[src/rtl/axis_capture_packer.sv]
// Triggered capture stage: after arm and trigger, packs LANES narrow samples
// into each wide AXI-Stream word and emits cfg_words words, with tlast on the final word.
module axis_capture_packer #(
  parameter int SAMPLE_WIDTH     = 16,
  parameter int AXIS_TDATA_WIDTH = 64,
  parameter int CNTR_WIDTH       = 20
) (
  input  logic                        aclk,
  input  logic                        areset,
  input  logic                        cfg_arm,
  input  logic [CNTR_WIDTH-1:0]       cfg_words,
  input  logic                        trig,
  output logic [1:0]                  sts_state,
  output logic [CNTR_WIDTH-1:0]       sts_words,
  output logic                        sts_overflow,
  input  logic [SAMPLE_WIDTH-1:0]     s_axis_tdata,
  input  logic                        s_axis_tvalid,
  output logic                        s_axis_tready,
  output logic [AXIS_TDATA_WIDTH-1:0] m_axis_tdata,
  output logic                        m_axis_tvalid,
  input  logic                        m_axis_tready,
  output logic                        m_axis_tlast
);

  localparam int LANES  = AXIS_TDATA_WIDTH / SAMPLE_WIDTH;
  localparam int LANE_W = (LANES > 1) ? $clog2(LANES) : 1;

  typedef enum logic [1:0] {
    S_IDLE    = 2'd0,
    S_ARMED   = 2'd1,
    S_CAPTURE = 2'd2,
    S_DRAIN   = 2'd3
  } state_t;

  state_t                        r_state;
  state_t                        w_state_next;
  logic [CNTR_WIDTH-1:0]         r_cfg_words;
  logic [CNTR_WIDTH-1:0]         r_words;
  logic                          r_overflow;
  logic [LANE_W-1:0]             r_lane;
  logic [SAMPLE_WIDTH-1:0]       r_pack [LANES-1];
  logic [AXIS_TDATA_WIDTH-1:0]   r_tdata;
  logic                          r_tvalid;
  logic                          r_tlast;

  logic                          w_capturing;
  logic                          w_cap_sample;
  logic                          w_lane_last;
  logic                          w_word_done;
  logic                          w_out_hs;
  logic                          w_out_free;
  logic                          w_load;
  logic                          w_drop;
  logic                          w_load_last;
  logic                          w_arm_ok;
  logic [CNTR_WIDTH-1:0]         w_words_inc;
  logic [AXIS_TDATA_WIDTH-1:0]   w_word;

  assign s_axis_tready = 1'b1;
  assign sts_state     = r_state;
  assign sts_words     = r_words;
  assign sts_overflow  = r_overflow;
  assign m_axis_tdata  = r_tdata;
  assign m_axis_tvalid = r_tvalid;
  assign m_axis_tlast  = r_tlast;

  // The trigger cycle itself captures: a sample arriving with trig becomes lane 0.
  assign w_capturing  = (r_state == S_CAPTURE) || ((r_state == S_ARMED) && trig);
  assign w_cap_sample = w_capturing && s_axis_tvalid;
  assign w_lane_last  = (r_lane == LANE_W'(LANES - 1));
  assign w_word_done  = w_cap_sample && w_lane_last;
  assign w_out_hs     = r_tvalid && m_axis_tready;
  assign w_out_free   = !r_tvalid || m_axis_tready;
  assign w_load       = w_word_done && w_out_free;
  assign w_drop       = w_word_done && !w_out_free;
  assign w_words_inc  = r_words + CNTR_WIDTH'(1);
  assign w_load_last  = w_load && (w_words_inc == r_cfg_words);
  assign w_arm_ok     = (r_state == S_IDLE) && cfg_arm && (cfg_words != '0);

  // The completing sample bypasses the pack registers straight into the top lane.
  genvar gi;
  generate
    for (gi = 0; gi < LANES - 1; gi++) begin : g_lane
      always_ff @(posedge aclk) begin
        if (areset) begin
          r_pack[gi] <= '0;
        end else if (w_cap_sample && (r_lane == LANE_W'(gi))) begin
          r_pack[gi] <= s_axis_tdata;
        end
      end
      assign w_word[gi*SAMPLE_WIDTH +: SAMPLE_WIDTH] = r_pack[gi];
    end
  endgenerate
  assign w_word[AXIS_TDATA_WIDTH-1 -: SAMPLE_WIDTH] = s_axis_tdata;

  always_ff @(posedge aclk) begin
    if (areset) begin
      r_state <= S_IDLE;
    end else begin
      r_state <= w_state_next;
    end
  end

  always_comb begin
    w_state_next = r_state;
    case (r_state)
      S_IDLE:    if (w_arm_ok) w_state_next = S_ARMED;
      S_ARMED:   if (trig) w_state_next = w_load_last ? S_DRAIN : S_CAPTURE;
      S_CAPTURE: if (w_load_last) w_state_next = S_DRAIN;
      S_DRAIN:   if (w_out_hs && r_tlast) w_state_next = S_IDLE;
      default:   w_state_next = S_IDLE;
    endcase
  end

  always_ff @(posedge aclk) begin
    if (areset) begin
      r_cfg_words <= '0;
      r_words     <= '0;
      r_overflow  <= 1'b0;
      r_lane      <= '0;
      r_tdata     <= '0;
      r_tvalid    <= 1'b0;
      r_tlast     <= 1'b0;
    end else begin
      if (w_arm_ok) begin
        r_cfg_words <= cfg_words;
        r_words     <= '0;
        r_overflow  <= 1'b0;
        r_lane      <= '0;
      end
      if (w_cap_sample) begin
        r_lane <= w_lane_last ? '0 : r_lane + LANE_W'(1);
      end
      if (w_load) begin
        r_words  <= w_words_inc;
        r_tdata  <= w_word;
        r_tlast  <= w_load_last;
        r_tvalid <= 1'b1;
      end else if (w_out_hs) begin
        r_tvalid <= 1'b0;
        r_tlast  <= 1'b0;
      end
      if (w_drop) begin
        r_overflow <= 1'b1;
      end
    end
  end

endmodule

[config.mk]
export PLATFORM = sky130hd
export DESIGN_NAME = axis_capture_packer
export DESIGN_NICKNAME = d
export VERILOG_FILES = /design/src/rtl/axis_capture_packer.sv
export SDC_FILE = /design/constraint.sdc
export NUM_CORES = 1
export LEC_CHECK = 0
export BUFFER_PORTS_ARGS = -buffer_cell sky130_fd_sc_hd__clkbuf_2
export CORE_MARGIN = 3
export CORE_UTILIZATION = 60
export CTS_CLUSTER_SIZE = 24
export DETAILED_ROUTE_END_ITERATION = 8
export GPL_TIMING_DRIVEN = 0
export PLACE_DENSITY = 0.84
export SLEW_MARGIN = 20
export SYNTH_ARGS = -nofsm -noshare
export SYNTH_HDL_FRONTEND = slang
export SYNTH_SLANG_ARGS = --single-unit
[constraint.sdc]
create_clock -name aclk -period 3.6 [get_ports aclk]
set_input_delay 0.18 -clock aclk [delete_from_list [all_inputs] [get_ports aclk]]
set_output_delay 0.18 -clock aclk [all_outputs]
set_load 0.02 [all_outputs]
==> results of run 1 <==
## state kept, by name (all words and copies together) (netlist names)
| register | cells |
|---|---|
| r_lane | 2 |
| sts_words | 20 |
| sts_state | 2 |
| r_pack | 48 |
| sts_overflow | 1 |
| m_axis_tlast | 1 |
| m_axis_tdata | 64 |
| r_cfg_words | 20 |
| m_axis_tvalid | 1 |
## cell usage after synthesis (all sizes together) (4+ instances only)
cell	n
nor3	14
nor3b	6
o21ai	18
ha	9
a21oi	92
nand2	156
nor2	49
and3	4
dfxtp	111
inv	10
a21o	4
xor2	12
nor4b	5
buf	12
nand4	8
mux2i	20
nand3	10
and2	52
xnor2	16
o211ai	5
or3	5
clkbuf	36
nor4	11
edfxtp	48
## layout make-up
class | count | area, µm²
multi-input cells | 532 | 3060
clock inverters | 9 | 114
flip-flops and latches | 159 | 3660
repair buffers | 137 | 721
fillers | 773 | 2640
inverters | 10 | 37.5
clock buffers | 23 | 458
plain buffers | 48 | 211
well taps | 140 | 175
## power by group through the flow
stage | combinational (W) | sequential [W] | clock, W
final | 0.000787 | 0.00204 | 0.00176
after global routing | 0.000854 | 0.00205 | 0.00184
after CTS | 0.000776 | 0.00204 | 0.00177
after detailed placement | 0.000765 | 0.00208 | 0
after global placement | 0.000732 | 0.00207 | 0
after floorplan | 0.000545 | 0.00207 | 0
## kinds of logic after synthesis
logic type / count (synthesis)
other: 1
XOR/XNOR: 28
flip-flops: 159
buffers and inverters: 58
AO/OA/AOI/OAI: 138
multiplexers: 20
AND/OR/NAND/NOR: 336
adder cells (fa/ha/maj): 9
## metal layers
layer	track usage [%]	part of all wire (%)
met5	0	0
met3	7.48	7.9
met1	35.7	39
met4	15.2	3.9
met2	52.9	49
## through the flow
| stage | instance area [µm²] | utilization (%) | hold slack (ps) | cells | setup WS (ps) |
|---|---|---|---|---|---|
| after CTS | 8440 | 76.1 | 1.62 | 1058 | 318 |
| after global routing | 8440 | 76.1 | 26.6 | 1058 | 48.5 |
| after detailed placement | 7790 | 70.4 | 440 | 1019 | 407 |
| final | 8440 | 76.1 | 11.0 | 1058 | 261 |
| after floorplan | 6970 | - | 316 | 749 | 1050 |
| after global placement | 7790 | 70.4 | 427 | 1019 | 488 |
## worst reg2reg max path, stage by stage, from the launching register on
cell      delay [ps]
dfxtp_1          460
inv_1            130
ha_1             280
a21o_1           210
nand4_1          270
clkbuf_1         530
clkbuf_1         600
clkbuf_1         440
nand2_1          140
a21oi_1          210
## worst max path at each step
stage	startpoint	slack [ps]	end	cells after the start
after global placement	sts_state[0]	490	m_axis_tdata[13]	9
after CTS	sts_state[0]	320	m_axis_tdata[13]	9
after detailed placement	sts_state[0]	410	m_axis_tdata[17]	9
final	sts_state[0]	260	m_axis_tdata[16]	9
after global routing	sts_state[0]	50	m_axis_tdata[13]	9
after floorplan	sts_words[0]	1050	sts_state[1]	9
## timing repair
action / 4_1_cts / 5_1_grt
endpoints found under the hold margin: 7 / 0
gates resized for setup: 0 / 0
hold buffers: 7 / 0
==> flow_summary.yaml, run 1 <==
detailed_routing:
  routed_via_density: 5.89
  post_drt_wl_per_cell_um: 18.5
  drt-total-wl_um: 19600
  ant_nets: 0
  vias: 6227
  drt_iter0_drc: 612
  post-route-drc-count: 0
  first_pass_iters: 5
critical_path:
  crit_path_frequent_cell: "clkbuf_1"
  crit_path_start_kind: "flip-flop"
  worstPathArrival_ps: 3690
  slowest_stage: "clkbuf_1"
  ff2ff_setup_slack_ps: 260
  critical_path_class: "flip-flop to flip-flop"
  crit_chain: "inv_1 -> ha_1 -> a21o_1 -> nand4_1 -> clkbuf_1 -> clkbuf_1 -> clkbuf_1 -> nand2_1 -> a21oi_1"
  slowest_delay_ps: 600
  crit-reg2reg-capture: "m_axis_tdata[16]"
  crit_buf_inv: 4
  crit_required_ps: 3950
  path_max_fanout: 10
  rr_startpoint: "sts_state[0]"
  reg2reg_depth: 9
  cp-end-kind: "flip-flop"
  crit_family: "buffers and inverters"
die:
  die_area_um2: 12900
  fp.coreArea_um2: 11100
  num_rows: 38
  num_io_pins: 132
  floorplan.initialDensity_pct: 62.9
  die_h_um: 114
  die_w_um: 114
logic_synthesis:
  synth_edf_count: 48
  synthTopCellsByArea: "dfxtp_1 (32%), edfxtp_1 (21%), nand2_1 (8.4%), a21oi_1 (6.6%), and2_1 (4.4%)"
  synth_mux_area_share_pct: 2.87
  synth_top_family_by_area: "simple AND/OR/NAND/NOR gates"
  post_synth_inst_count: 749
  synth-compound-area-share_pct: 11.5
  ys_async_sr_fraction_pct: 0
  syn-num-nets: 800
  syn-cell-area_um2: 6970
  yosysTopAreaCell: "dfxtp_1"
  yosysUniqueCellTypes: 64
  ys_seq_area_share_pct: 52.6
  synth_fa_ha_area_share_pct: 1.62
  ys_warn_count: 0
  synth-xor-area-share_pct: 3.63
  yosys.area_share.simple_pct: 24.2
  yosysTopAreaCellShare_pct: 31.9
  syn_avg_cell_area_um2: 9.30
  ys.flop_type: "dfxtp_1"
  ys_ff_latch: 159
cells_and_area:
  antenna_cells: 0
  finalNetCount: 956
  drive_gt1_share_pct: 20.4
  final_cell_mix: "nand2_1 (156), clkbuf_2 (130), dfxtp_1 (111), a21oi_1 (92)"
  area_delta_synth_final_pct: 21.1
  final_common_cell: "nand2_1"
placed_design:
  place_hpwl_um: 13700
  numPortBuffers: 130
  gp_congestion: 0.911
sta:
  setup_viol: 0
  slew_viol_final: 0
  tightest_slew_ps: 779
  setup_tns_ps: 0
  period_minus_slack_ps: 3340
  relSlewSlack_pct: 48.0
  hold_viol_final: 0
  rsz0062_at_grt: "no"
  fmax_mhz: 299
  finalClockSkew_ps: 11.5
  period_share_pct: 92.8
power_and_ir_drop:
  p_switching_w: 0.00128
  powerDensity_nw_per_um2: 544
  p_seq_share_pct: 44.5
  combPwrFrac_pct: 17.1
  swShare_pct: 27.8
  power_w: 0.00459
  p_leak_nw: 3.39
  p_int_w: 0.00332
  ir_drop_uv: 548
  clockPowerShare_pct: 38.4
worst_hold_path:
  hold_path_startpoint: "cfg_words[5]"
  hold_path_class: "input port to flip-flop"
  hold_end: "r_cfg_words[5]"
  holdPathStages: 3
clock_network:
  clock_path_buffers: 2
  clkTransAtPathRegs_ps: 60
  cts_setup_buffers: 0
  htree_levels: 4
  cts_tree: "done"
  cts_buffers: 17
  insertion_delay_ps: 430
  root_buffer: "clkbuf_16"
  clock_sinks: 159
run_status:
  status: "completed"
global_route:
  grt_overflow: 0
  grt_pass1_wl_um: 30600
  antenna_found_initial: 0
  grt_pass1_vias: 6052
  grt_max_degree: 17
  grt_usage_pct: 30.7
flow_run:
  cap_violations: 0
Note: power is estimated with default switching activity, not from simulation.
==> inputs of run 2 (changes only) <==
CORE_UTILIZATION = 50   (was 60)
PLACE_DENSITY = 0.75   (was 0.84)
clock period = 2.84 ns   (was 3.6 ns; I/O delays follow)
==> run 2 against run 1 <==
Sequential power grew 27%. Setup slack worse by 100 ps. Clock power rose by 30%. Count of clock-buffer cells in the layout is 1 lower. Power increased by 28%. Critical endpoint is now sts_words[13]. Highest routed layer unchanged.
==> flow_summary.yaml, run 2 (synthesis results as in run 1) <==
run_status:
  status: "completed"
sta:
  hold_viol_final: 0
  slew_viol_final: 0
  timing.final.ws_setup_ps: 159
  fmax_mhz: 373
  finalClockSkew_ps: 8.94
  relSlewSlack_pct: 46.0
  period_minus_slack_ps: 2680
  tightest_slew_ps: 810
  period_share_pct: 94.4
  setup_viol: 0
  rsz0062_at_grt: "yes"
global_route:
  grt_pass1_wl_um: 28500
  grt_pass1_vias: 5476
  antenna_found_initial: 0
  grt_usage_pct: 24.7
  grt_overflow: 0
  grt_max_degree: 17
power_and_ir_drop:
  ir_drop_uv: 486
  powerDensity_nw_per_um2: 675
  p_leak_nw: 3.53
worst_hold_path:
  hold_path_class: "input port to flip-flop"
  hold_end: "m_axis_tdata[58]"
  holdPathStages: 3
  hold_path_startpoint: "s_axis_tdata[10]"
die:
  num_io_pins: 132
  die_w_um: 124
  fp.coreArea_um2: 13500
  die_h_um: 124
  die_area_um2: 15400
  floorplan.initialDensity_pct: 51.8
  num_rows: 42
detailed_routing:
  post_drt_wl_per_cell_um: 16.9
  vias: 6007
  first_pass_iters: 7
  routed_via_density: 5.42
  post-route-drc-count: 0
  drt_iter0_drc: 393
  drt-total-wl_um: 18700
  ant_nets: 0
placed_design:
  gp_congestion: 0.887
  dp_slack_ps: -290
  place_hpwl_um: 13000
  placed_cells: 1055
  numPortBuffers: 130
cells_and_area:
  final_common_cell: "nand2_1"
  largest_reg_flops: 64
  fin_cells: 1108
  regArea_um2: 3670
  drive_gt1_share_pct: 22.0
  finalNetCount: 970
  n_fill_cell: 1122
  final_cell_mix: "nand2_1 (156), clkbuf_2 (140), dfxtp_1 (109), a21oi_1 (92)"
  area_delta_synth_final_pct: 24.5
  antenna_cells: 0
  multiInputGateArea_um2: 3070
clock_network:
  cts_tree: "done"
  clkTransAtPathRegs_ps: 60
  htree_levels: 4
  cts_buffers: 17
  clock_sinks: 159
  cts_setup_buffers: 0
  insertion_delay_ps: 430
  clock_path_buffers: 2
  root_buffer: "clkbuf_16"
critical_path:
  worstPathArrival_ps: 2960
  ff2ff_setup_slack_ps: 160
  startpoint: "sts_state[0]"
  reg2reg_depth: 9
  critical_path_class: "flip-flop to flip-flop"
  crit_path_start_kind: "flip-flop"
  cp-end-kind: "flip-flop"
  path_max_fanout: 10
  crit-reg2reg-capture: "sts_words[13]"
  rr_startpoint: "sts_state[0]"
  crit_required_ps: 3120
flow_run:
  cap_violations: 0
## run 2: cell count changes in the layout (fill, tap and decap cells not counted), sizes merged
cell,change
inv,+5
clkbuf,-1
bufinv,-2
clkinvlp,-3
dlygate4sd3,+14
clkinv,+1
## run 2: critical path, stage by stage, from the launching register on
cell	delay (ps)
dfxtp_1	470
inv_1	120
ha_1	280
a21o_1	200
nand4_1	260
clkbuf_2	340
clkbuf_1	500
nor2_1	100
o21ai_0	160
a21oi_1	90
## run 2: worst max-delay path by stage
stage | slack [ps] | endpoint | depth (start not counted)
floorplan | 290 | sts_state[1] | 9
finish | 160 | sts_words[13] | 9
detailed placement | -290 | m_axis_tdata[32] | 9
global route | -30 | sts_words[5] | 9
global placement | -260 | m_axis_tdata[38] | 9
CTS | 40 | sts_state[1] | 9
## run 2: routing by layer
layer	wire [µm]	track usage, %	share of wire [%]
met5	0	0	0
met4	439	10.3	2.4
met3	1340	5.54	7.2
met2	9180	42.1	49
met1	7710	30.0	41
## run 2: where the power goes
part	switching (W)	internal, W	leakage (nW)
combinational	0.000583	0.000407	1.83
clock	0.000964	0.00132	0.300
sequential	0.0000997	0.00249	1.40
## run 2: final cells by class
| cell class | instances | area share, % |
|---|---|---|
| Timing Repair Buffer | 151 | 9.92 |
| Sequential cell | 159 | 42.2 |
| Inverter | 10 | 0.433 |
| Clock buffer | 22 | 5.97 |
| Clock inverter | 10 | 0.952 |
| Tap cell | 176 | 2.54 |
| Multi-Input combinational cell | 532 | 35.3 |
| Buffer | 48 | 2.60 |
## run 2: stage by stage
stage / cell area, µm² / hold WS [ps] / power [W] / TNS, ps / util [%]
floorplan: 6970 / 278 / 0.00331 / 0 / -
global placement: 7840 / 389 / 0.00356 / -10750 / 58.3
detailed placement: 7840 / 397 / 0.00358 / -10320 / 58.3
CTS: 8650 / 1.62 / 0.00587 / 0 / 64.3
global route: 8680 / 9.41 / 0.00607 / -60.1 / 64.5
finish: 8680 / 12.0 / 0.00586 / 0 / 64.5
## run 2: timing repair
action                                  in CTS  in global routing
gates resized for setup                      3                 20
hold buffers                                21                  0
hold endpoints to repair                    21                  0
endpoints found under the setup margin      54                 51
==> inputs of run 3 (changes only) <==
==> constraint.sdc (replaced) <==
create_clock -name aclk -period 2.84 [get_ports aclk]
set_input_delay 0.284 -clock aclk [delete_from_list [all_inputs] [get_ports aclk]]
set_output_delay 0.284 -clock aclk [all_outputs]
set_load 0.02 [all_outputs]
==> run 3 against run 2 <==
Critical path depth is the same. Final area is 2.4% lower. Sequential share of layout area is 1.0 points higher. Clock skew is essentially flat. Worst hold slack improved by 83 ps. Global-route usage is 0.68 points lower. Critical endpoint unchanged. First-iteration DRC count decreased by 19%.
==> flow_summary.yaml, run 3 (synthesis results as in run 1) <==
sta:
  tightest_slew_ps: 825
  setup_viol: 0
  hold_viol_final: 0
  period_minus_slack_ps: 2660
  fmax_mhz: 376
  slew_viol_final: 0
  relSlewSlack_pct: 44.9
  whs_ps: 94.8
  rsz0062_at_grt: "yes"
  period_share_pct: 93.7
  finalClockSkew_ps: 8.54
clock_network:
  clock_path_buffers: 2
  cts_tree: "done"
  clock_sinks: 159
  cts_resized: 3
  cts_setup_buffers: 0
  insertion_delay_ps: 430
  htree_levels: 4
  cts_hold_buf: 0
  cts_buffers: 17
  root_buffer: "clkbuf_16"
  clkTransAtPathRegs_ps: 60
detailed_routing:
  post-route-drc-count: 0
  drt_iter0_drc: 319
  post_drt_wl_per_cell_um: 16.7
  routed_via_density: 5.42
  drt-total-wl_um: 18100
  ant_nets: 0
  vias: 5888
  first_pass_iters: 5
power_and_ir_drop:
  powerDensity_nw_per_um2: 688
  p_leak_nw: 3.44
  power_w: 0.00583
  ir_drop_uv: 552
cells_and_area:
  finalNetCount: 949
  area_delta_synth_final_pct: 21.5
  drive_gt1_share_pct: 22.5
  n_fill_cell: 1156
  final_common_cell: "nand2_1"
  largest_reg_flops: 64
  antenna_cells: 0
  fin_cells: 1087
  final_cell_mix: "nand2_1 (156), clkbuf_2 (140), dfxtp_1 (109), a21oi_1 (92)"
  regArea_um2: 3670
  multiInputGateArea_um2: 3070
critical_path:
  crit_buf_inv: 3
  crit_required_ps: 3120
  crit_chain: "inv_1 -> ha_1 -> a21o_1 -> nand4_1 -> clkbuf_2 -> clkbuf_1 -> nor2_1 -> o21ai_0 -> a21oi_1"
  critical_path_class: "flip-flop to flip-flop"
  slowest_delay_ps: 490
  crit_family: "buffers and inverters"
  crit_path_start_kind: "flip-flop"
  slowest_stage: "clkbuf_1"
  cp-end-kind: "flip-flop"
  path_max_fanout: 10
  worstPathArrival_ps: 2940
placed_design:
  place_hpwl_um: 13000
  placed_cells: 1055
  gp_congestion: 0.887
  numPortBuffers: 130
die:
  fp.coreArea_um2: 13500
  die_w_um: 124
  floorplan.initialDensity_pct: 51.8
  die_area_um2: 15400
  die_h_um: 124
  num_io_pins: 132
  num_rows: 42
global_route:
  antenna_found_initial: 0
  grt_pass1_vias: 5283
  grt_pass1_wl_um: 27800
  grt_usage_pct: 24.0
  grt_overflow: 0
  grt_max_degree: 17
run_status:
  status: "completed"
flow_run:
  cap_violations: 0
worst_hold_path:
  hold_path_class: "input port to flip-flop"
==> run 3: changes by cell type in the layout (fill, tap and decap cells not counted), sizes merged <==
cell         previous run  this run
dlygate4sd3            21         0
==> run 3: power by group <==
part           switching, W  total [W]  internal (W)  leakage [nW]
logic              0.000573   0.000960      0.000388          1.74
clock network      0.000960    0.00228       0.00132         0.300
registers         0.0000980    0.00259       0.00249          1.40
==> run 3: tightest hold or removal path: stages <==
cell	delay, ps
clkbuf_2	90
mux2i_1	50
nor2_1	70
==> run 3: routing by layer <==
metal  vias up  track usage, %  wire length [µm]
met1      2728            30.1              7510
met2       245            40.0              8730
met4         0            9.72               448
met5         -               0                 0
met3        40            5.36              1440
li1       2875               -                 -
==> run 3: through the flow <==
step | util, % | setup WS [ps] | TNS (ps) | instance area (µm²)
6_report | 62.9 | 180 | 0 | 8470
5_1_grt | 62.9 | -32.8 | -60.0 | 8470
4_1_cts | 62.8 | 44.5 | 0 | 8440
3_5_place_dp | 58.3 | -290 | -10320 | 7840
3_3_place_gp | 58.3 | -265 | -10750 | 7840
2_1_floorplan | - | 287 | 0 | 6970
==> run 3: cell type report <==
cell class | instances | share of cell area, %
inverter | 10 | 0.443
sequential | 159 | 43.3
multi-input combinational | 532 | 36.2
timing repair buffer | 130 | 7.68
clock buffer | 22 | 6.12
clock inverter | 10 | 0.975
tap | 176 | 2.60
buffer | 48 | 2.66
==> run 3: final timing paths <==
| check | start | slack [ps] | cells after the start | to |
|---|---|---|---|---|
| setup reg to reg | sts_state[0] | 180 | 9 | sts_words[13] |
| hold / removal | cfg_words[3] | 90 | 3 | r_cfg_words[3] |
| hold reg to reg | m_axis_tdata[17] | 450 | 2 | m_axis_tdata[17] |
| setup / recovery | sts_state[0] | 180 | 9 | sts_words[13] |
